--- src/rtl/read_memory_arbiter.sv ---
// Shares one read-only memory slave between NUMBER_OF_REQUESTERS clients, one full handshake at a time.
// Build option: define READ_MEMORY_ARBITER_FIXED_PRIORITY_EN for lowest-index-wins instead of round-robin.
module read_memory_arbiter #(
    parameter  int NUMBER_OF_REQUESTERS = 4,
    parameter  int ADDRESS_WIDTH        = 32,
    parameter  int DATA_WIDTH           = 32,
    localparam int GRANT_WIDTH          = $clog2(NUMBER_OF_REQUESTERS)
) (
    input  logic                                          clock,
    input  logic                                          reset,
    input  logic [NUMBER_OF_REQUESTERS*ADDRESS_WIDTH-1:0] requestAddress,
    input  logic [NUMBER_OF_REQUESTERS-1:0]               requestReadEnabled,
    output logic [DATA_WIDTH-1:0]                         requestDataIn,
    output logic [NUMBER_OF_REQUESTERS-1:0]               requestFunctionComplete,
    output logic [ADDRESS_WIDTH-1:0]                      memoryAddress,
    output logic                                          memoryReadEnabled,
    input  logic [DATA_WIDTH-1:0]                         memoryDataIn,
    input  logic                                          memoryFunctionComplete,
    output logic                                          busy
);

    // Handshake: a client raises readEnabled and holds it (and its address) until it sees its
    // complete bit; it then drops readEnabled, and the grant is released once both the request
    // and the slave's complete are low in the same cycle. Dropping the request early aborts.

    typedef enum logic {
        IDLE = 1'b0,
        BUSY = 1'b1
    } state_t;

    state_t                   r_state;
    state_t                   w_state_next;
    logic [GRANT_WIDTH-1:0]   r_grant;
    logic [GRANT_WIDTH-1:0]   w_grant_next;
    logic [GRANT_WIDTH-1:0]   w_search_base;
    logic [GRANT_WIDTH-1:0]   w_pick;
    logic                     w_release;
    logic [ADDRESS_WIDTH-1:0] w_addr [NUMBER_OF_REQUESTERS];

    // First set request bit at or after base, wrapping modulo the client count.
    function automatic logic [GRANT_WIDTH-1:0] f_pick(
        input logic [NUMBER_OF_REQUESTERS-1:0] req,
        input logic [GRANT_WIDTH-1:0]          base
    );
        logic [GRANT_WIDTH-1:0] result;
        logic [GRANT_WIDTH-1:0] sel;
        int                     idx;
        result = base;
        for (int j = NUMBER_OF_REQUESTERS - 1; j >= 0; j--) begin
            idx = (int'(base) + j) % NUMBER_OF_REQUESTERS;
            sel = GRANT_WIDTH'(idx);
            if (req[sel]) begin
                result = sel;
            end
        end
        return result;
    endfunction

    always_comb begin
        for (int i = 0; i < NUMBER_OF_REQUESTERS; i++) begin
            w_addr[i] = requestAddress[i*ADDRESS_WIDTH +: ADDRESS_WIDTH];
        end
    end

    assign w_pick    = f_pick(requestReadEnabled, w_search_base);
    assign w_release = (r_state == BUSY) && !requestReadEnabled[r_grant] && !memoryFunctionComplete;

`ifdef READ_MEMORY_ARBITER_FIXED_PRIORITY_EN
    assign w_search_base = '0;
`else
    logic [GRANT_WIDTH-1:0] r_pointer;
    logic [GRANT_WIDTH-1:0] w_grant_inc;

    assign w_grant_inc = (r_grant == GRANT_WIDTH'(NUMBER_OF_REQUESTERS - 1)) ?
                         '0 : r_grant + GRANT_WIDTH'(1);

    // The client just served becomes lowest priority for the next arbitration.
    always_ff @(posedge clock or negedge reset) begin
        if (!reset) begin
            r_pointer <= '0;
        end else if (w_release) begin
            r_pointer <= w_grant_inc;
        end
    end

    assign w_search_base = r_pointer;
`endif

    always_ff @(posedge clock or negedge reset) begin
        if (!reset) begin
            r_state <= IDLE;
            r_grant <= '0;
        end else begin
            r_state <= w_state_next;
            r_grant <= w_grant_next;
        end
    end

    always_comb begin
        w_state_next = r_state;
        w_grant_next = r_grant;
        case (r_state)
            IDLE: begin
                if (|requestReadEnabled) begin
                    w_state_next = BUSY;
                    w_grant_next = w_pick;
                end
            end
            BUSY: begin
                if (w_release) begin
                    w_state_next = IDLE;
                end
            end
            default: begin
                w_state_next = IDLE;
            end
        endcase
    end

    always_comb begin
        memoryAddress           = '0;
        memoryReadEnabled       = 1'b0;
        requestFunctionComplete = '0;
        if (r_state == BUSY) begin
            memoryAddress                    = w_addr[r_grant];
            memoryReadEnabled                = requestReadEnabled[r_grant];
            requestFunctionComplete[r_grant] = memoryFunctionComplete;
        end
    end

    assign requestDataIn = memoryDataIn;
    assign busy          = (r_state == BUSY);

endmodule
--- config.mk ---
export PLATFORM = sky130hd
export DESIGN_NAME = read_memory_arbiter
export DESIGN_NICKNAME = d
export VERILOG_FILES = /design/src/rtl/read_memory_arbiter.sv
export SDC_FILE = /design/constraint.sdc
export NUM_CORES = 1
export LEC_CHECK = 0
export ABC_AREA = 1
export CORE_AREA = 2 2 92 94
export CTS_CLUSTER_DIAMETER = 100
export DETAILED_ROUTE_END_ITERATION = 12
export DIE_AREA = 0 0 94 96
export PLACE_DENSITY = 0.74
export RECOVER_POWER = 25
export SYNTH_ARGS = -nofsm -noshare
export SYNTH_HDL_FRONTEND = slang
export SYNTH_SLANG_ARGS = --single-unit
--- constraint.sdc ---
create_clock -name clock -period 1.7 [get_ports clock]
set_input_delay 0.255 -clock clock [delete_from_list [all_inputs] [get_ports clock]]
set_output_delay 0.255 -clock clock [all_outputs]
set_load 0.005 [all_outputs]
======== Word level (Yosys, flattened, before mapping) ========
Index checks and enable logic that the tools add are counted.
operators by class
  reductions and logical operators ........ 7
  bitwise operators ....................... 3
  add/sub/neg operators ................... 4
  $lt $le $gt $ge ......................... 7
  eq/ne operators ......................... 1
  muxes and demuxes ....................... 26
operator list
  cell                                                                                  number
  32-bit 2-to-1 mux                                                                     3
  32-bit binary-select mux with 2-bit select                                            1
  2-bit by 3-bit less-than comparator with 1-bit output (second input constant)         5
  1-bit binary-select mux with 2-bit select                                             5
  2-bit 2-to-1 mux                                                                      5
  1-bit 2-to-1 mux                                                                      9
  2-bit by 1-bit adder with 2-bit output (second input constant)                        2
  2-bit adder (second input constant)                                                   2
  4-bit bitwise AND                                                                     1
  4-bit 2-to-1 mux                                                                      1
  4-bit OR reduction                                                                    1
  3-bit greater-or-equal comparator (second input constant)                             1
  1-bit logical AND                                                                     3
  2-bit inverter with 3-bit output                                                      1
  1-bit demux with 2-bit select                                                         1
  2-bit == test (second input constant)                                                 1
  2-bit by 1-bit greater-or-equal comparator with 1-bit output (second input constant)  1
  1-bit logical NOT                                                                     2
  1-bit one-hot mux with 2 select lines                                                 1
  2-bit AND reduction                                                                   1
  1-bit inverter                                                                        1
storage, ports and cells
  logic and storage cells ................. 51
  input bits .............................. 167
  register bits after elaboration ......... 5

======== Depth between registers and ports, before layout ========
Gate-level depths: netlist of run 1.
  depth after elaboration ................. 7
  gate-level depth with buffers ........... 12
  depth with buffers taken out ............ 11

======== Worst setup path before layout of run 1 ========
Ideal clock, no wire load.
  path type ............................... flip-flop to output port
  start ................................... reg r_grant[0]
  end ..................................... out requestFunctionComplete[0]
  stages on the path, launching flop included .. 8
  slack ................................... 261 ps
  path buffers ............................ 3
  data required time ...................... 1445 ps
  arrival ................................. 1184 ps
  path through ............................ dfrtp_1 buf_4 inv_2 buf_4 buf_2 ha_1 inv_1 nor2_1
on the way
  cells in the longest elaborated chain, start to end .. 6
  elaborated cells on any way between the ends .. 7
  those cells by class .................... 2 x order compare; 3 x mux; 1 x bitwise; 1 x reduce/logical
RTL lines
  item                                                                                                                                                                line  source
  start, declared                                                                                                                                                     33    logic [GRANT_WIDTH-1:0] r_grant;
  start signal, assigned                                                                                                                                              95    r_grant <= w_grant_next;
  2-bit by 3-bit less-than comparator with 1-bit output (not written as such) / 2-bit by 1-bit greater-or-equal comparator with 1-bit output (equally long branches)  127   requestFunctionComplete[r_grant] = memoryFunctionComplete;
  1-bit logical AND (not written as such)                                                                                                                             127
  1-bit 2-to-1 mux (not written as such)                                                                                                                              127
  1-bit demux with 2-bit select (*)                                                                                                                                   127
  4-bit bitwise AND (no line) (*)                                                                                                                                     n/a
  4-bit 2-to-1 mux (*)                                                                                                                                                124   if (r_state == BUSY) begin
  end, declared                                                                                                                                                       14    output logic [NUMBER_OF_REQUESTERS-1:0] requestFunctionComplete,
Every way passes the cells marked *; elsewhere a longest branch is shown, timed or not.

======== Final worst setup path of run 1 ========
  start ................................... reg r_grant[0]
  end ..................................... out memoryAddress[12]
on the way
  cells in the longest elaborated chain, start to end .. 5
RTL lines
  item                                                    line  source
  2-bit inverter with 3-bit output (not written as such)  125   memoryAddress = w_addr[r_grant];
  32-bit binary-select mux with 2-bit select              125
  32-bit 2-to-1 mux (not written as such) (2 in series)   125
  32-bit 2-to-1 mux                                       124
  end, declared                                           15    output logic [ADDRESS_WIDTH-1:0] memoryAddress,
No other way between the ends. The select of a mux whose other input is x is not followed.

==> results of run 1 <==
## area by class of cell
type                    instances  area (um^2)  share of cell area, %
clock buffers                   4         45.0                   1.04
repair buffers                220         2240                   51.7
inverters                      17         73.8                   1.70
flip-flops and latches          5          126                   2.91
well taps                     105          131                   3.03
multi-input cells             292         1720                   39.7
## metrics by stage
stage | area, um^2 | hold slack [ns] | setup slack [ns] | total power, mW
after floorplan | 1870 | -0.0406 | 0.261 | 2.67
after global placement | 3570 | 0.488 | -0.290 | 4.79
after detailed placement | 3570 | 0.494 | -0.255 | 4.86
after CTS | 4250 | 0.257 | -0.0739 | 6.45
after global routing | 4340 | 0.340 | -0.157 | 7.10
final | 4340 | 0.324 | -0.0879 | 6.56
## cells in the final DEF (no fill, tap or decap), types with 5 or more instances in the layout
cell type	synthesis	final
clkdlybuf4s50_1	0	134
nor2_1	136	70
o21ai_1	31	59
nor2_4	0	37
buf_2	10	34
a21oi_1	36	32
nand2_1	33	32
nor2_2	0	29
buf_4	37	21
inv_1	11	11
buf_16	0	10
nand3_1	9	9
buf_12	0	7
buf_6	2	6
o21ai_2	1	5
nand2_2	4	5
## worst max-delay path, cell delays in order, from the launching register on
cell and delay, ns:
dfrtp_2 0.40, buf_12 0.15, buf_8 0.13, buf_8 0.13, buf_6 0.11, nor2_4 0.06
nor2_1 0.04, o21ai_1 0.07, a21oi_1 0.08, buf_2 0.14
## flip-flops by register name, summed over array words and instances (netlist names)
name / cells
busy: 1
r_grant: 2
r_pointer: 2
## layer usage
metal / vias to the layer above / wire length (um) / global-route usage (%)
li1: 1505 / - / -
met1: 1360 / 3560 / 20.9
met2: 139 / 5250 / 41.2
met3: 14 / 804 / 3.76
met4: 0 / 211 / 5.80
met5: - / 0 / 0
## cell families after synthesis
| group | synth area share (%) |
|---|---|
| flops | 6.68 |
| fa+ha+maj | 2.67 |
| compound gates | 29.0 |
| buf+inv | 24.0 |
| simple gates | 37.6 |
## how the worst max path moves through the flow
stage,endpoint,cells after the start
after floorplan,requestFunctionComplete[0],7
after global placement,memoryAddress[28],6
after detailed placement,memoryAddress[28],6
after CTS,memoryAddress[22],8
after global routing,memoryAddress[12],9
final,memoryAddress[12],9
## power breakdown
part / total [mW] / switching [mW] / internal (mW)
clock: 0.218 / 0.0572 / 0.161
combinational: 6.07 / 3.01 / 3.06
sequential: 0.267 / 0.0884 / 0.179
total: 6.56 / 3.16 / 3.40
## timing repair
action,in CTS,in global routing
setup endpoints to repair,37,36
gates cloned,11,0
gates resized for setup,286,39
setup buffers,17,0
pin swaps,57,48
==> impl_metrics.tcl, run 1 <==
set metrics [dict create \
    status "finished with violations" \
    violations "negative setup slack" \
    num_io_pins 237 \
    synth_top_cell_area_share_pct 27.3 \
    hold_buffers 0 \
    synth_enable_flop_cells 0 \
    die_w_um 94 \
    root_buffer "clkbuf_8" \
    fmax_ghz 0.559 \
    htree_num_levels 1 \
    cts_tree "built" \
    fp.dieArea_mm2 0.00902 \
    fin_skew_ns 0.00224 \
    drt-initial-drc-count 64 \
    synth_seq_cells 5 \
    routed_via_density 4.69 \
    die_h_um 96 \
    cts_sinks 5 \
    grt_usage_pct 20.3 \
    ys_types 20 \
    drt-wirelength-per-cell_um 15.3 \
    routed_wl_um 9830 \
    antenna_found_initial 0 \
    p_per_area_mw_per_mm2 1510 \
    numCtsBuffers 3 \
    ant_nets 0 \
    fin_util_pct 53.9 \
    yosysMostFrequentCell "nor2_1" \
    firstDrtPassIters 4 \
    reg2reg_from "r_grant[0]" \
    rsz0062_at_grt "true" \
    start_util_pct 23.3 \
    cp.required_ns 1.44 \
    dpl.cell_count 613 \
    hold_violations 0 \
    cp_max_fo 7 \
    reg2reg_slack_ns 0.15 \
    final_nets 710 \
    dp_hpwl_um 6650 \
    num_vias 3018 \
    p_leak_nw 1.79 \
    setup_viol_count_final 28 \
    drv_slew 0 \
    core_mm2 0.00805 \
    synth_area_leaders "nor2_1 (27%), buf_4 (15%), a21oi_1 (9.6%), o21ai_0 (9.6%), o21ai_1 (8.3%)" \
    port_buffers 172 \
    grt_pass1_vias 2961 \
    yosysWarnings 0 \
    path_clk_slew_ns 0.04 \
    synth_area_mm2 0.00187 \
    fin_crit_ns 1.79 \
    final.setup.tns_ns -0.909 \
    synth_top_cell_by_area "nor2_1" \
    cp-startpoint "r_grant[0]" \
    hold_path.class "in2async" \
    syn_area_per_cell_um2 5.04 \
    ys_seq_area_share_pct 6.68 \
    setup_slack_ns -0.0879 \
    grt_max_degree 21 \
    drive_above_1_share_pct 33.1 \
    cap_violations 0 \
    worstPathArrival_ns 1.53 \
    synth_commonest_cells "nor2_1 (136), buf_4 (37), a21oi_1 (36), o21ai_0 (36), nand2_1 (33)" \
    postSynthNetCount 543 \
    diodes 0 \
    final_cells 643 \
    row_count 33 \
    end_kind "primary output" \
    start_kind "flop" \
    area_delta_synth_final_pct 132 \
    drc 0 \
    tightestPinTransition_ns 0.376 \
    clk_latency_ns 0.22 \
    reg2reg_depth 10 \
    ir_worst_vdd_mv 0.639 \
    synth_cells 372 \
    grt.overflow.total 0 \
    fin_crit_sh_pct 105 \
    cts.path.max_buffers 2 \
    gp_congestion 0.768 \
    r2r-end "r_pointer[1]" \
    relSlewSlack_pct 74.9 \
    path_class "reg2out" \
    synthFlopType "dfrtp_1" \
    num-fill-cells 753 \
    grt_pass1_wl_um 14400 \
    synthArstFlopShare_pct 100 \
]
Note: power is estimated with default switching activity, not from simulation.
==> run 2, diff against run 1 <==
--- a/config.mk
+++ b/config.mk
@@ -12,3 +12,3 @@
 export DIE_AREA = 0 0 94 96
-export PLACE_DENSITY = 0.74
+export PLACE_DENSITY = 0.76
 export RECOVER_POWER = 25
==> constraint.sdc (replaced) <==
create_clock -name clock -period 1.55 [get_ports clock]
set_input_delay 0.31 -clock clock [delete_from_list [all_inputs] [get_ports clock]]
set_output_delay 0.31 -clock clock [all_outputs]
set_load 0.05 [all_outputs]
==> impl_metrics.tcl, run 2 (same netlist as run 1, synthesis figures left out) <==
set metrics [dict create \
    end_kind "primary output" \
    cap_violations 0 \
    layout_common_cells "clkdlybuf4s50_1 (132), nor2_1 (121), buf_12 (43)" \
    path_clk_slew_ns 0.04 \
    layout_commonest_cell "clkdlybuf4s50_1" \
    cp_max_fo 10 \
    numCtsBuffers 3 \
    tightestPinTransition_ns 0.363 \
    fin_crit_ns 1.87 \
    start_kind "flop" \
    ant_nets 0 \
    cp.required_ns 1.24 \
    p_per_area_mw_per_mm2 2460 \
    grt_pass1_wl_um 13600 \
    worstPathArrival_ns 1.56 \
    gp_congestion 0.840 \
    cts.path.max_buffers 2 \
    finalInstanceArea_mm2 0.00489 \
    fin_skew_ns 0.00146 \
    path_class "reg2out" \
    place_area_mm2 0.00439 \
    firstDrtPassIters 4 \
    fin_util_pct 60.7 \
    fin_crit_sh_pct 120 \
    reg2reg_slack_ns 0.08 \
    num-fill-cells 682 \
    cts_sinks 5 \
    core_mm2 0.00805 \
    grt_max_degree 44 \
    port_buffers 172 \
    dp_hpwl_um 7130 \
    grt_usage_pct 18.6 \
    fmax_ghz 0.535 \
    drv_slew 0 \
    final.setup.tns_ns -10.41 \
    power_mw 12.0 \
    root_buffer "clkbuf_8" \
    antenna_found_initial 0 \
    rsz0062_at_grt "true" \
    violations "negative setup slack" \
    relSlewSlack_pct 75.8 \
    setup_viol_count_final 37 \
    grt_pass1_vias 2859 \
    final_cells 629 \
    routed_wl_um 10600 \
    p_leak_nw 1.92 \
    status "finished with violations" \
    die_w_um 94 \
    num_vias 3040 \
    drt-wirelength-per-cell_um 16.9 \
    cts_tree "built" \
    start_util_pct 23.3 \
    clk_latency_ns 0.23 \
    drt-initial-drc-count 115 \
    ir_worst_vdd_mv 1.11 \
    dpl.cell_count 613 \
    fp.dieArea_mm2 0.00902 \
    setup_slack_ns -0.317 \
    hold_violations 0 \
    hold_path.class "in2async" \
    row_count 33 \
    routed_via_density 4.83 \
    finalHoldWorstSlack_ns 0.380 \
    htree_num_levels 1 \
    final_nets 696 \
    preCtsSetupSlack_ns -0.196 \
    drive_above_1_share_pct 34.7 \
    num_io_pins 237 \
    die_h_um 96 \
    area_delta_synth_final_pct 161 \
    grt.overflow.total 0 \
    diodes 0 \
    drc 0 \
]
[run 2: cell types whose count changed in the layout (fill, tap and decap cells not counted), moves of 20 or more]
cell and change:
buf_12 +36, a21oi_4 +30, nor2_4 -31, nor2_1 +51, o21ai_2 +31, o21ai_1 -27, a21oi_1 -28, buf_2 -34
nor2_2 -20
[run 2: power by group]
part / internal, mW / total [mW] / switching (mW) / leakage (nW)
clock network: 0.177 / 0.249 / 0.0718 / 0.0228
logic: 5.21 / 11.4 / 6.22 / 1.84
registers: 0.201 / 0.331 / 0.130 / 0.0538
[run 2: what timing repair did]
item,in CTS,in global routing
hold buffers,0,0
pin swaps,0,3
gates cloned,0,11
resized for setup,20,54
setup buffers,0,1
endpoints found under the setup margin,37,38
[run 2: worst max-delay path, cell delays in order (launching register included)]
cell and delay, ns:
dfrtp_2 0.41, buf_12 0.16, inv_8 0.12, clkbuf_16 0.18, o21ai_1 0.12, a21oi_4 0.19
buf_12 0.15
[run 2: final timing paths]
kind,startpoint,endpoint,depth (start not counted)
setup / recovery,r_grant[0],memoryAddress[16],6
hold reg to reg,busy,busy,2
max in group asynchronous,reset,r_grant[0],1
hold / removal,reset,r_grant[1],1
min in group clock,busy,busy,2
setup reg to reg,r_grant[0],r_pointer[0],7
[run 2: final cells by class]
| cell class | count | area, um^2 | area share [%] |
|---|---|---|---|
| clock buffer | 4 | 45.0 | 0.922 |
| inverter | 17 | 78.8 | 1.61 |
| multi-input combinational | 292 | 1890 | 38.7 |
| sequential | 5 | 129 | 2.64 |
| tap | 105 | 131 | 2.69 |
| timing repair buffer | 206 | 2610 | 53.5 |
[run 2: metal layers]
metal	vias to the layer above	GRT usage, %	part of all wire, %
met5	-	0	0
met4	0	4.11	1.1
met3	14	4.07	7.7
met2	137	37.0	54
met1	1422	20.0	38
li1	1467	-	-
==> RTL edit 1: new RTL, settings of run 1 <==
The option `READ_MEMORY_ARBITER_FIXED_PRIORITY_EN` is turned on by a define.
--- a/src/rtl/read_memory_arbiter.sv
+++ b/src/rtl/read_memory_arbiter.sv
@@ -1,4 +1,6 @@
 // Shares one read-only memory slave between NUMBER_OF_REQUESTERS clients, one full handshake at a time.
 // Build option: define READ_MEMORY_ARBITER_FIXED_PRIORITY_EN for lowest-index-wins instead of round-robin.
+`define READ_MEMORY_ARBITER_FIXED_PRIORITY_EN
+
 module read_memory_arbiter #(
     parameter  int NUMBER_OF_REQUESTERS = 4,
Check against the original RTL: not equivalent (Yosys sat finds a counterexample within 4 cycles, from zero or initial values and one cycle with reset low).
==> RTL edit 1 against run 1 <==
The flow still finishes with violations (setup timing). First-iteration DRC count decreased by 30%. Synthesized area fell by 16%. Routed wire length decreased by 16%. Setup slack got worse by 89 ps. Sequential cell count decreased by 2. Global-route usage decreased by 5.0 points. Total power down 21%. Critical path depth rose by 1. Final area fell by 16%. Final cell count down 3.9%. Register-to-register slack better by 270 ps. Largest cell class unchanged.
==> RTL edit 1: results (changes against run 1) <==
status:
  outcome: "complete, but fails checks"
  violations: "setup timing"
sta:
  fin_worst_skew_ps: 1.235  # -1.006 ps
  tightest_slew_ps: 292.0  # -84.38 ps
  setup_viol: 32  # +14%
  fin_ws_ps: -177.1  # -89.20 ps
  setup_tns_ps: -3175  # -2267 ps
synthesis:
  synthTopCellsByCount: "175 x nand2_1, 70 x nor2_1, 34 x buf_4"
  async_reset_ff_share_pct: 100.0  # unchanged
  synth_nets: 514  # -5.3%
  synth_cell_types: 14  # -30%
  ys_top_cells_by_area: "nand2_1 42%, nor2_1 17%, buf_4 16%, nand3_1 10%, dfrtp_1 4.8%"
  yosys_warnings: 0  # unchanged
  avgSynthCellArea_um2: 4.518  # -10%
  synth-seq-area-share_pct: 4.789  # -1.9 points
  synth_flop_cell: "dfrtp_1"
clock_tree:
  cts_root_buf: "clkbuf_8"
  numCtsBuffers: 3  # unchanged
  clkTransAtPathRegs_ps: 30
  worstSkewPairLatency_ps: 210
  htree_num_levels: 1  # unchanged
  cts.path.max_buffers: 2  # unchanged
job:
  cap_viol_max_count: 0  # unchanged
layout:
  largest_reg_flops: 2
  fin_nets: 681  # -4.1%
  drive_gt1_share_pct: 18.13  # -15 points
  fillerInstances: 824  # +9.4%
  top_register: "r_grant"
  diodes: 0  # unchanged
pwr:
  leakagePower_uw: 0.001975  # +10%
  irDropWorstVdd_v: 0.0006907  # +8.1%
  sw_frac_of_total_pct: 46.17  # -1.9 points
global_route:
  antenna_found_initial: 0  # unchanged
  grt_usage_pct: 15.24  # -5.0 points
  grt_max_degree: 34  # +62%
  grt_pass1_wl_mm: 10.88  # -24%
  first_global_vias: 2415  # -18%
place:
  dp_slack_ps: -238.0  # +16.83 ps
  port_buffers: 172  # unchanged
  post-place-cells: 593  # -3.3%
  detailed_place_hpwl_mm: 5.982  # -10%
  gp_congestion: 0.8389  # +9.2%
critical_path:
  critPathMaxFanout: 8  # +1
detailed_routing:
  drt_wl_total_mm: 8.297  # -16%
  first_pass_iters: 4  # unchanged
  wl_per_cell_um: 13.43  # -12%
  drt_iter0_drc: 45  # -30%
  dr_total_vias: 2709  # -10%
min_path:
  hp-class: "in2async"
RTL edit 1: changes by cell type after synthesis, moves of 4 or more:
cell / run 1 / this run
nand3_1: 9 / 32
a21oi_1: 36 / 2
nand2_2: 4 / 0
o21ai_1: 31 / 0
o21ai_0: 36 / 2
nand2_1: 33 / 175
nor2_1: 136 / 70
inv_1: 11 / 6
ha_1: 4 / 0
RTL edit 1: worst paths after layout:
kind                                              from                     end  slack [ps]  cells after the start
worst max-delay path            r_grant[0]$_DFFE_PN0P_       memoryAddress[12]        -180                     10
worst min-delay path                             reset          busy$_DFF_PN0_         300                      1
worst max register to register          busy$_DFF_PN0_          busy$_DFF_PN0_         420                      6
worst min register to register          busy$_DFF_PN0_  r_grant[1]$_DFFE_PN0P_         740                      3
max in group asynchronous                        reset  r_grant[0]$_DFFE_PN0P_        1240                      1
min in group clock                    memoryDataIn[28]       requestDataIn[28]         510                      0
RTL edit 1: critical path: stages (launching register included):
cell and delay (ps):
dfrtp_2 440, buf_6 150, nor2_4 110, buf_12 130, buf_12 120, buf_6 100, nand2_4 40, nand2_2 60
nor2_1 40, nor2_1 90, buf_2 120
RTL edit 1: cell type report:
cell class | instances | area share [%]
repair buffers | 213 | 59.23
clock buffers | 4 | 1.233
multi-input cells | 286 | 33.03
well taps | 105 | 3.597
inverters | 7 | 0.7879
flip-flops and latches | 3 | 2.124
RTL edit 1: timing repair:
item,4_1_cts,5_1_grt
endpoints found under the hold margin,0,0
resized for setup,12,115
setup buffers,0,18
gates cloned,0,3
pin swaps,0,11
setup endpoints to repair,37,36
RTL edit 1: cells by family (layout without fill, tap and decap cells):
group / Yosys count / in the layout / synth area share [%]
AO/OA/AOI/OAI: 5 / 5 / 1.756
buffers and inverters: 58 / 224 / 22.90
flip-flops: 3 / 3 / 4.788
AND/OR/NAND/NOR: 281 / 281 / 70.55
RTL edit 1: routing by layer:
layer / track usage (%) / share of wire, % / up-vias
met5: 0 / 0 / -
li1: - / - / 1367
met1: 16.01 / 36 / 1161
met2: 27.80 / 50 / 149
met3: 4.620 / 9.6 / 32
met4: 7.246 / 3.6 / 0
RTL edit 1: stage by stage:
| step | cell area, µm² | hold WS, ps |
|---|---|---|
| 2_1_floorplan | 1568 | -40.59 |
| 3_3_place_gp | 3303 | 449.3 |
| 3_5_place_dp | 3303 | 453.7 |
| 4_1_cts | 3361 | 225.0 |
| 5_1_grt | 3652 | 312.1 |
| 6_report | 3652 | 299.1 |
RTL edit 1: power groups by stage:
stage	sequential, µW	clock, µW	combinational (µW)
after detailed placement	155	0	4130
final	169	204	4800
after floorplan	155	0	1950
after global placement	153	0	4090
after CTS	157	212	4190
after global routing	172	224	5260
==> RTL edit 2: new RTL, flow settings as in run 1 <==
Made on the original files. Add an input register stage for `memoryFunctionComplete`, without a reset; this delays it by one clock. The other inputs are not delayed to match.
--- a/src/rtl/read_memory_arbiter.sv
+++ b/src/rtl/read_memory_arbiter.sv
@@ -28,4 +28,10 @@
         BUSY = 1'b1
     } state_t;
+
+    logic memoryFunctionComplete_q;
+
+    always_ff @(posedge clock) begin
+        memoryFunctionComplete_q <= memoryFunctionComplete;
+    end
 
     state_t                   r_state;
@@ -64,5 +70,5 @@
 
     assign w_pick    = f_pick(requestReadEnabled, w_search_base);
-    assign w_release = (r_state == BUSY) && !requestReadEnabled[r_grant] && !memoryFunctionComplete;
+    assign w_release = (r_state == BUSY) && !requestReadEnabled[r_grant] && !memoryFunctionComplete_q;
 
 `ifdef READ_MEMORY_ARBITER_FIXED_PRIORITY_EN
@@ -125,5 +131,5 @@
             memoryAddress                    = w_addr[r_grant];
             memoryReadEnabled                = requestReadEnabled[r_grant];
-            requestFunctionComplete[r_grant] = memoryFunctionComplete;
+            requestFunctionComplete[r_grant] = memoryFunctionComplete_q;
         end
     end
Behaviour: not the same (a bounded check fails within 4 cycles, from zero or initial values and one cycle with reset low).
==> RTL edit 2 against run 1 <==
The flow still finishes with violations (setup timing). Sequential cell count grew 1. Non-clock buffer count is 17 lower. Via count fell by 2.6%. Clock power increased by 7%. Total power shrank 13%. Synthesized cell count fell by 0.27%. Setup slack better by 22 ps. Sequential share of layout area up 0.85 points. Sequential power up 15%. Final area fell by 10%. Synthesized area increased by 1.4%. Combinational power is 15% lower. Routed wire length decreased by 8.4%. Largest cell class unchanged.
==> RTL edit 2: results (changes against run 1) <==
layout:
  buffer_area_share_pct: 51.27  # -0.40 points
  signal_buffers: 203  # -7.7%
  multi_input_area_um2: 1491  # -13%
  seq_share_pct: 3.758  # +0.85 points
  drive_gt1_share_pct: 23.46  # -9.6 points
  fillerInstances: 823  # +9.3%
  clk_share_pct: 1.156  # +0.12 points
  multi_input_gates: 290  # -0.68%
synthesis:
  synth-seq-area-share_pct: 7.642  # +0.96 points
  synth_cell_types: 20  # unchanged
  ys_ff_latch: 6  # +1
  ys_top_cells_by_area: "nor2_1 27%, buf_4 15%, o21ai_0 12%, a21oi_1 9.2%, dfrtp_1 6.6%"
  yosys_warnings: 0  # unchanged
  synth_nets: 542  # -0.18%
  synthAdderAreaFrac_pct: 2.635  # -0.037 points
  synth_compound_area_share_pct: 28.19  # -0.80 points
sta:
  fin_worst_skew_ps: 2.080  # -0.1621 ps
  tightest_slew_ps: 509.5  # +133.1 ps
  setup_tns_ps: -408.5  # +500.2 ps
  setup_viol: 15  # -46%
  fin_ws_ps: -65.50  # +22.35 ps
pwr:
  power.density_nw_per_um2: 1460  # -3.4%
  p_int_uw: 2870  # -16%
  irDropWorstVdd_v: 0.0004981  # -22%
  leakagePower_uw: 0.001666  # -7.1%
  powerComb_uw: 5140  # -15%
  clock_power_share_pct: 4.1  # +0.8 points
status:
  outcome: "complete, but fails checks"
  violations: "setup timing"
critical_path:
  arrival_ps: 1510  # -20 ps
  critPathMaxFanout: 16  # +9
detailed_routing:
  drt_wl_total_mm: 9.005  # -8.4%
  drt_iter0_drc: 105  # +64%
  dr_total_vias: 2940  # -2.6%
global_route:
  grt_usage_pct: 18.00  # -2.3 points
  grt_max_degree: 22  # +4.8%
  antenna_found_initial: 0  # unchanged
place:
  detailed_place_hpwl_mm: 6.303  # -5.2%
-- RTL edit 2: changes by cell type after synthesis, sizes merged --
| cell | before | now |
|---|---|---|
| a21oi | 36 | 35 |
| a31oi | 1 | 0 |
| a41oi | 0 | 1 |
| buf | 49 | 51 |
| clkbuf | 9 | 7 |
| clkinv | 1 | 0 |
| dfxtp | 0 | 1 |
| inv | 16 | 17 |
| nand3 | 9 | 10 |
| nor2 | 136 | 135 |
| o21ai | 68 | 67 |
-- RTL edit 2: repair_timing --
item                                    in CTS  in global routing
pin swaps                                   23                 36
cloned                                       6                  1
gates resized for setup                    182                 59
endpoints found under the setup margin      37                 40
buffers inserted                             8                  1
-- RTL edit 2: through the flow --
step                setup slack (ps)  instances  hold slack, ps  instance area, µm²
floorplan                      285.7        371          -40.59                1899
global placement              -186.7        609           494.7                3585
detailed placement            -191.8        609           498.6                3585
CTS                           -141.7        627           259.8                3943
global route                  -137.1        625           336.7                3895
finish                        -65.50        625           322.5                3895
-- RTL edit 2: final timing paths --
kind,to,slack [ps],cells after the start
setup / recovery,memoryAddress[30],-70,6
hold / removal,r_pointer[1]$_DFFE_PN0N_,320,1
setup reg to reg,r_pointer[0]$_DFFE_PN0N_,-30,10
hold reg to reg,r_pointer[1]$_DFFE_PN0N_,650,3
max in group asynchronous,r_grant[0]$_DFFE_PN0P_,1160,1
min in group clock,memoryFunctionComplete_q$_DFF_P_,480,1
-- RTL edit 2: per-layer routing --
layer  share of wire [%]  up-vias  track usage [%]  wire (µm)
li1                    -     1468                -          -
met1                  40     1311            21.42       3598
met2                  51      134            32.38       4600
met3                 6.2       27            2.741        555
met4                 2.8        0            7.246        250
met5                   0        -                0          0
